===== src/rtl/ps2_mouse_pkg.sv =====
// Shared PS/2 mouse definitions: packetizer states, status-byte
// bit positions (also used by the PS/2 parser) and delta limits.
package ps2_mouse_pkg;

  typedef enum logic [1:0] {
    IDLE,
    SEND_STATUS,
    SEND_X,
    SEND_Y
  } pkt_state_e;

  localparam int STAT_LEFT  = 0;
  localparam int STAT_RIGHT = 1;
  localparam int STAT_MID   = 2;
  localparam int STAT_ONE   = 3;
  localparam int STAT_XSIGN = 4;
  localparam int STAT_YSIGN = 5;
  localparam int STAT_XOVF  = 6;
  localparam int STAT_YOVF  = 7;

  localparam logic signed [9:0] DELTA_MAX = 10'sd255;
  localparam logic signed [9:0] DELTA_MIN = -10'sd256;

  function automatic logic [7:0] status_byte(
    input logic       l,
    input logic       r,
    input logic       m,
    input logic [8:0] dx,
    input logic [8:0] dy,
    input logic       xo,
    input logic       yo
  );
    logic [7:0] b;
    b             = '0;
    b[STAT_LEFT]  = l;
    b[STAT_RIGHT] = r;
    b[STAT_MID]   = m;
    b[STAT_ONE]   = 1'b1;
    b[STAT_XSIGN] = dx[8];
    b[STAT_YSIGN] = dy[8];
    b[STAT_XOVF]  = xo;
    b[STAT_YOVF]  = yo;
    return b;
  endfunction

endpackage


===== src/rtl/ps2_delta_accumulator.sv =====
// One axis of movement accumulation: 9-bit two's-complement sum
// saturated to the PS/2 range, with a sticky overflow flag.
module ps2_delta_accumulator
  import ps2_mouse_pkg::*;
(
  input  logic       CLOCK_50,
  input  logic       reset,
  input  logic       add,
  input  logic       clear,
  input  logic [8:0] delta,
  output logic [8:0] acc,
  output logic       ovf,
  output logic [8:0] sum,
  output logic       sum_ovf
);

  logic signed [9:0] wide;

  // Saturated acc + delta, evaluated every cycle for the launch path.
  always_comb begin
    wide    = $signed({acc[8], acc}) + $signed({delta[8], delta});
    sum     = wide[8:0];
    sum_ovf = ovf;
    if (wide > DELTA_MAX) begin
      sum     = DELTA_MAX[8:0];
      sum_ovf = 1'b1;
    end else if (wide < DELTA_MIN) begin
      sum     = DELTA_MIN[8:0];
      sum_ovf = 1'b1;
    end
  end

  // Clear wins over add; a move on the clear edge starts a fresh sum.
  always_ff @(posedge CLOCK_50 or posedge reset) begin
    if (reset) begin
      acc <= '0;
      ovf <= 1'b0;
    end else if (clear) begin
      acc <= add ? delta : '0;
      ovf <= 1'b0;
    end else if (add) begin
      acc <= sum;
      ovf <= sum_ovf;
    end
  end

endmodule


===== src/rtl/ps2_mouse_packetizer.sv =====
// Turns mouse moves into 3-byte PS/2 packets (status, X, Y).
// Define PS2_PKT_ACCUM_EN to accumulate moves while a packet is sent.
module ps2_mouse_packetizer
  import ps2_mouse_pkg::*;
(
  input  logic       CLOCK_50,
  input  logic       reset,
  input  logic       left_button,
  input  logic       right_button,
  input  logic       middle_button,
  input  logic [8:0] move_delta_x,
  input  logic [8:0] move_delta_y,
  input  logic       move_valid,
  output logic       move_ready,
  output logic [7:0] tx_data,
  output logic       tx_valid,
  input  logic       tx_ready,
  output logic       busy
);

  pkt_state_e state;
  logic       accept;
  logic       tx_fire;
  logic       launch;
  logic [7:0] pkt_x;
  logic [7:0] pkt_y;
  logic [8:0] snap_x;
  logic [8:0] snap_y;
  logic       snap_l;
  logic       snap_r;
  logic       snap_m;
  logic       snap_xo;
  logic       snap_yo;

  assign accept  = move_valid & move_ready;
  assign tx_fire = tx_valid & tx_ready;
  assign busy    = (state != IDLE);

`ifdef PS2_PKT_ACCUM_EN
  logic       pending;
  logic       btn_l;
  logic       btn_r;
  logic       btn_m;
  logic       launch_idle;
  logic       launch_y;
  logic       acc_add;
  logic [8:0] acc_x;
  logic [8:0] acc_y;
  logic [8:0] sum_x;
  logic [8:0] sum_y;
  logic       ovf_x;
  logic       ovf_y;
  logic       sovf_x;
  logic       sovf_y;

  assign move_ready  = 1'b1;
  assign launch_idle = (state == IDLE) && (pending || accept);
  assign launch_y    = (state == SEND_Y) && tx_fire && pending;
  assign launch      = launch_idle | launch_y;
  assign acc_add     = accept & ~launch_idle;

  ps2_delta_accumulator u_acc_x (
    .CLOCK_50 (CLOCK_50),
    .reset    (reset),
    .add      (acc_add),
    .clear    (launch),
    .delta    (move_delta_x),
    .acc      (acc_x),
    .ovf      (ovf_x),
    .sum      (sum_x),
    .sum_ovf  (sovf_x)
  );

  ps2_delta_accumulator u_acc_y (
    .CLOCK_50 (CLOCK_50),
    .reset    (reset),
    .add      (acc_add),
    .clear    (launch),
    .delta    (move_delta_y),
    .acc      (acc_y),
    .ovf      (ovf_y),
    .sum      (sum_y),
    .sum_ovf  (sovf_y)
  );

  // An IDLE launch folds in the move arriving on that same edge.
  always_comb begin
    snap_x  = acc_x;
    snap_y  = acc_y;
    snap_xo = ovf_x;
    snap_yo = ovf_y;
    snap_l  = btn_l;
    snap_r  = btn_r;
    snap_m  = btn_m;
    if (launch_idle && accept) begin
      snap_x  = sum_x;
      snap_y  = sum_y;
      snap_xo = sovf_x;
      snap_yo = sovf_y;
      snap_l  = left_button;
      snap_r  = right_button;
      snap_m  = middle_button;
    end
  end

  // Track latest buttons and whether unsent movement is waiting.
  always_ff @(posedge CLOCK_50 or posedge reset) begin
    if (reset) begin
      pending <= 1'b0;
      btn_l   <= 1'b0;
      btn_r   <= 1'b0;
      btn_m   <= 1'b0;
    end else begin
      if (accept) begin
        btn_l <= left_button;
        btn_r <= right_button;
        btn_m <= middle_button;
      end
      if (launch)      pending <= acc_add;
      else if (accept) pending <= 1'b1;
    end
  end
`else
  assign move_ready = (state == IDLE);
  assign launch     = accept;

  // Without accumulation the accepted move is the packet.
  always_comb begin
    snap_x  = move_delta_x;
    snap_y  = move_delta_y;
    snap_xo = 1'b0;
    snap_yo = 1'b0;
    snap_l  = left_button;
    snap_r  = right_button;
    snap_m  = middle_button;
  end
`endif

  // Packet FSM with registered tx_valid/tx_data.
  always_ff @(posedge CLOCK_50 or posedge reset) begin
    if (reset) begin
      state    <= IDLE;
      tx_valid <= 1'b0;
      tx_data  <= 8'h00;
      pkt_x    <= 8'h00;
      pkt_y    <= 8'h00;
    end else if (launch) begin
      state    <= SEND_STATUS;
      tx_valid <= 1'b1;
      tx_data  <= status_byte(snap_l, snap_r, snap_m,
                              snap_x, snap_y,
                              snap_xo, snap_yo);
      pkt_x    <= snap_x[7:0];
      pkt_y    <= snap_y[7:0];
    end else begin
      unique case (state)
        SEND_STATUS: if (tx_fire) begin
          state   <= SEND_X;
          tx_data <= pkt_x;
        end
        SEND_X: if (tx_fire) begin
          state   <= SEND_Y;
          tx_data <= pkt_y;
        end
        SEND_Y: if (tx_fire) begin
          state    <= IDLE;
          tx_valid <= 1'b0;
        end
        default: ;
      endcase
    end
  end

endmodule


===== config.mk =====
export PLATFORM = sky130hd
export DESIGN_NAME = ps2_mouse_packetizer
export DESIGN_NICKNAME = d
export VERILOG_FILES = /design/src/rtl/ps2_mouse_pkg.sv /design/src/rtl/ps2_delta_accumulator.sv /design/src/rtl/ps2_mouse_packetizer.sv
export SDC_FILE = /design/constraint.sdc
export NUM_CORES = 1
export LEC_CHECK = 0
export CAP_MARGIN = 30
export CORE_MARGIN = 2
export CORE_UTILIZATION = 50
export DETAILED_ROUTE_END_ITERATION = 6
export PLACE_DENSITY = 0.91
export SETUP_SLACK_MARGIN = 0.1
export SYNTH_ARGS = -nofsm -noshare
export SYNTH_HDL_FRONTEND = slang
export SYNTH_HIERARCHICAL = 1
export SYNTH_SLANG_ARGS = --single-unit

===== constraint.sdc =====
create_clock -name CLOCK_50 -period 2.3 [get_ports CLOCK_50]
set_input_delay 0.46 -clock CLOCK_50 [delete_from_list [all_inputs] [get_ports CLOCK_50]]
set_output_delay 0.46 -clock CLOCK_50 [all_outputs]
set_load 0.005 [all_outputs]

# ---- Word level (Yosys, flattened, before mapping)
# Index checks and enable logic that the tools add are counted.
dict set report totals {
  reg_bits 27
  latchBits 0
  ramBits 0
  mem_bits_ro 0
  input_bits 25
  out_inout_bits 11
  n_memories 0
}
dict set report op_classes {
  n_addsub 0
  n_mul 0
  div_mod_pow 0
  magnitude_cmp 0
  eq_ne 6
  shift 0
  muxes 12
  n_bitwise 2
  n_reduce_logical 9
}
# op n
set op_table {}
lappend op_table {{$mux W8} 3}
lappend op_table {{$pmux W8 S2} 1}
lappend op_table {{$ne A3 B3 Y1 const B} 3}
lappend op_table {{$mux W2} 4}
lappend op_table {{$pmux W2 S3} 1}
lappend op_table {{$reduce_bool A2 Y1} 3}
lappend op_table {{$eq A2 B2 Y1 const B} 2}
lappend op_table {{$reduce_and A4 Y1} 1}
lappend op_table {{$reduce_bool A4 Y1} 1}
lappend op_table {{$mux W1} 3}
lappend op_table {{$reduce_and A3 Y1} 1}
lappend op_table {{$reduce_bool A3 Y1} 1}
lappend op_table {{$and A1 B1 Y1} 2}
lappend op_table {{$eq A2 B1 Y1 const B} 1}
lappend op_table {{$logic_not A2 Y1} 1}
lappend op_table {{$reduce_and A2 Y1} 1}

# ---- Logic depth before layout (Yosys ltp)
dict set report logic_depth {
  ltp_word 4
  mapped_depth 5
}

# ---- Worst setup path after synthesis
# OpenSTA, ideal clock, no wires.
dict set report synth_timing {
  path_type {input to register}
  startpoint {in move_valid}
  endpoint {reg tx_data[0]}
  setup_ns 0.125
  arrival_time_ns 1.374
  required_ns 2.175
  setup_slack_ns 0.801
  path_stages 4
  n_path_buf 1
  path_cell_list {or3b_1 buf_2 o211ai_4 mux2_4}
}
dict set report synth_via {
  elab_chain_cells 3
}
# item line_no
set synth_rtl {}
lappend synth_rtl {{start, declared} ps2_mouse_packetizer.sv:13} ;# input logic move_valid,
lappend synth_rtl {{$and A1 B1 Y1 *} ps2_mouse_packetizer.sv:35} ;# assign accept = move_valid & move_ready;
lappend synth_rtl {{$ne A3 B3 Y1 (no source line) or $reduce_bool A3 Y1 (tied branches)} --}
lappend synth_rtl {{$reduce_and A3 Y1 (no source line)} --}
lappend synth_rtl {{end signal, assigned} ps2_mouse_packetizer.sv:150} ;# tx_data <= status_byte(snap_l, snap_r, snap_m,
lappend synth_rtl {{end signal, assigned} ps2_mouse_packetizer.sv:159} ;# tx_data <= pkt_x;
lappend synth_rtl {{end signal, assigned} ps2_mouse_packetizer.sv:163} ;# tx_data <= pkt_y;
lappend synth_rtl {{end, declared} ps2_mouse_packetizer.sv:15} ;# output logic [7:0] tx_data,
# Every way passes the cells marked *; elsewhere a longest branch is shown, timed or not.
# A chain may end at the register's enable or synchronous reset.

# ---- Worst setup path in the final report
dict set report layout_timing {
  startpoint {reg state[0]}
  endpoint {out busy}
}
dict set report layout_via {
  elab_chain_cells 1
}
# item line_no
set layout_rtl {}
lappend layout_rtl {{start, declared} ps2_mouse_packetizer.sv:21} ;# pkt_state_e state;
lappend layout_rtl {{start signal, assigned} ps2_mouse_packetizer.sv:142} ;# state <= IDLE;
lappend layout_rtl {{start signal, assigned} ps2_mouse_packetizer.sv:148} ;# state <= SEND_STATUS;
lappend layout_rtl {{start signal, assigned} ps2_mouse_packetizer.sv:158} ;# state <= SEND_X;
lappend layout_rtl {{$reduce_bool A2 Y1} ps2_mouse_packetizer.sv:37} ;# assign busy = (state != IDLE);
lappend layout_rtl {{end, declared} ps2_mouse_packetizer.sv:18} ;# output logic busy
# No other way between the ends.

==> impl_metrics.yaml <==
run_status:
  status: "finished, final reports clean"
power:
  internal_power_w: 0.00137
  worst_ir_drop_vdd_v: 0.000710
  p_sw_share_pct: 35.8
  p_clk_share_pct: 9.6
  p_sw_w: 0.000763
  seq_power_share_pct: 38.7
  leakagePower_nw: 0.810
  combPwrFrac_pct: 51.7
  p_per_area_mw_per_mm2: 1230
synthesis:
  yosys-top-cells-area: "dfrtp_1, nand2_1, mux2_4"
  synth_top_family_by_area: "simple AND/OR/NAND/NOR gates"
  syn_area_per_cell_um2: 9.73
  synthArstFlopShare_pct: 100
  synth_top_area_share_pct: 52.6
  synth_ff_type: "dfrtp_1"
  synthCells: 132
  synth_cell_types: 24
  synthAdderAreaFrac_pct: 0
  synth_edf_count: 0
  ys_seq_elements: 27
  synth_xor_area_share_pct: 0
  synthSimpleGateAreaFrac_pct: 22.8
  syn_nets: 157
  synth_area_mm2: 0.00128
  yosysWarnings: 6
  yosysSeqAreaShare_pct: 52.6
  post-synth-top-count-cell: "nand2_1"
  yosys.area.top_type: "dfrtp_1"
  synth.area.mux_share_pct: 10.5
  synth_compound_area_share_pct: 9.26
  synthTopCellsByCount: "nand2_1, dfrtp_1, inv_1, o21ai_1, mux2i_1"
route:
  dr.pass1.iters: 4
  drtIter0Drc: 6
  vias_per_cell: 5.37
  wl_per_cell_um: 14.3
  wl_um: 2890
  ant_nets: 0
  remaining_drc_errors: 0
  num_vias: 1085
cts:
  h-tree-depth: 1
  cts_resized: 0
  cts_buffer_depth: 2
  post_cts_buffers: 0
  clock-sinks: 27
  clk_pin_slew_ns: 0.14
  clockRootBuffer: "clkbuf_4"
  cts_made_buffers: 3
  cts_hold_buf: 0
  cts_tree: "done"
  worst_skew_pair.late_latency_ns: 0.32
cells_and_area:
  finish.utilization_pct: 70.3
  fin_area_mm2: 0.00173
  final_nets: 198
  drive_gt1_share_pct: 11.0
  insertedDiodeCount: 0
  layout.cells.non_filler: 202
  area_growth_pct: 34.5
  fillers: 200
worst_hold_path:
  hold_class: "input pin to async pin"
placed_design:
  dpl.hpwl_um: 2260
  port-buffer-count: 35
  dpl-instance-area_mm2: 0.00170
  dp_cells: 198
  gp_congestion: 0.806
sta:
  relSlewSlack_pct: 72.7
  skew_ns: 0.00285
  hold_viol: 0
  rsz0062_at_grt: "no"
  fmax_mhz: 507
  setup_viol: 0
  worst_slew_pin_slew_ns: 0.407
  min_period_ns: 1.97
  fin_tns_setup_ns: 0
  maxSlewViolCount: 0
  period_share_pct: 85.7
floorplanning:
  initial_core_util_pct: 52.3
  die_y_um: 54.7
  rows: 18
  ioPinCount: 36
  dieArea_mm2: 0.00299
  core_area_mm2: 0.00245
  die_w_um: 54.7
job:
  cap_violations: 0
global_route:
  grt_pass1_wl_um: 4540
  grt_pass1_vias: 1078
  gr-usage-all-layers_pct: 21.1
  grt-ovfl-total: 0
  grt_max_degree: 28
  antenna_found_initial: 0
setup_path:
  worstSetupPathType: "flip-flop to output port"
  arrival_ns: 1.51
  slowest_delay_ns: 0.44
  cp-end-kind: "output port"
  cp_max_fo: 5
  cp_cell_sequence: "nor2_1 -> buf_4 -> inv_1 -> clkdlybuf4s50_1"
  crit_required_ns: 1.84
  worstSetupStartpointType: "flip-flop"
  cp_slowest_cell: "clkdlybuf4s50_1"
kinds of logic (layout without fill, tap and decap cells):
group / after synthesis / count (layout)
buffers and inverters: 15 / 55
AOI/OAI and AO/OA: 16 / 16
muxes: 11 / 11
and+or+nand+nor: 63 / 63
DFF: 27 / 27
area by class of cell:
| cell class | count | area (um^2) | share of cell area (%) |
|---|---|---|---|
| flip-flops and latches | 27 | 676 | 39.1 |
| multi-input cells | 90 | 547 | 31.7 |
| repair buffers | 43 | 410 | 23.8 |
| well taps | 30 | 37.5 | 2.17 |
| inverters | 8 | 30.0 | 1.74 |
| clock buffers | 4 | 26.3 | 1.52 |
layer usage:
layer | GRT usage [%] | share of wire [%]
met5 | 0 | 0
met4 | 9.58 | 2.0
met3 | 4.92 | 5.8
met2 | 36.1 | 52
met1 | 24.7 | 40
worst paths after layout:
path / from / endpoint / slack (ns) / cells after the start
min in group CLOCK_50: pkt_x[3]$_DFFE_PP0P_ / pkt_x[3]$_DFFE_PP0P_ / 0.50 / 2
max in group asynchronous: reset / state[0]$_DFFE_PP0P_ / 1.57 / 3
min: reset / pkt_y[2]$_DFFE_PP0P_ / 0.48 / 3
max: state[0]$_DFFE_PP0P_ / busy / 0.33 / 4
min reg2reg: pkt_x[3]$_DFFE_PP0P_ / pkt_x[3]$_DFFE_PP0P_ / 0.50 / 2
max reg2reg: state[0]$_DFFE_PP0P_ / tx_data[5]$_DFFE_PP0P_ / 0.60 / 4
through the flow:
stage                     hold slack, ns  total power, W  setup slack [ns]
after detailed placement           0.462         0.00194             0.320
after floorplan                    0.445         0.00150             0.801
after global placement             0.459         0.00187             0.354
after CTS                          0.490         0.00215             0.310
after global routing               0.517         0.00229             0.204
final                              0.478         0.00213             0.329
flip-flops by register name, indices dropped and copies added (netlist names):
signal and cells:
pkt_x 8, tx_data 8, state 2, tx_valid 1
pkt_y 8
worst max-delay path: cells and delay by family, from the launching register on:
kind	cells	cell delay, ns
buffers and inverters	3	0.65
DFF	1	0.41
and+or+nand+nor	1	0.14
cells in the final DEF, fill, tap and decap left out:
cell type	instances
a211oi_1	1
a21oi_1	1
o21bai_1	1
nor2b_1	4
inv_2	1
inv_1	7
o211ai_4	1
nand2_1	46
o211ai_1	1
clkbuf_4	3
clkbuf_1	1
nor2_1	2
o21ai_1	7
or3b_1	1
clkdlybuf4s50_1	35
nand2b_1	1
mux2_4	5
buf_4	8
nor4b_1	1
dfrtp_1	27
a221oi_1	4
nand3_1	1
mux2i_1	6
nor3b_2	1
nand4b_1	1
nor3b_1	5
power groups by stage:
| stage | Combinational (W) | Sequential, W | Clock (W) |
|---|---|---|---|
| after floorplan | 0.000690 | 0.000815 | 0 |
| after global placement | 0.00105 | 0.000818 | 0 |
| after detailed placement | 0.00111 | 0.000835 | 0 |
| after CTS | 0.00111 | 0.000824 | 0.000209 |
| after global routing | 0.00122 | 0.000847 | 0.000225 |
| final | 0.00110 | 0.000825 | 0.000205 |
Note: power is estimated with default switching activity, not from simulation.
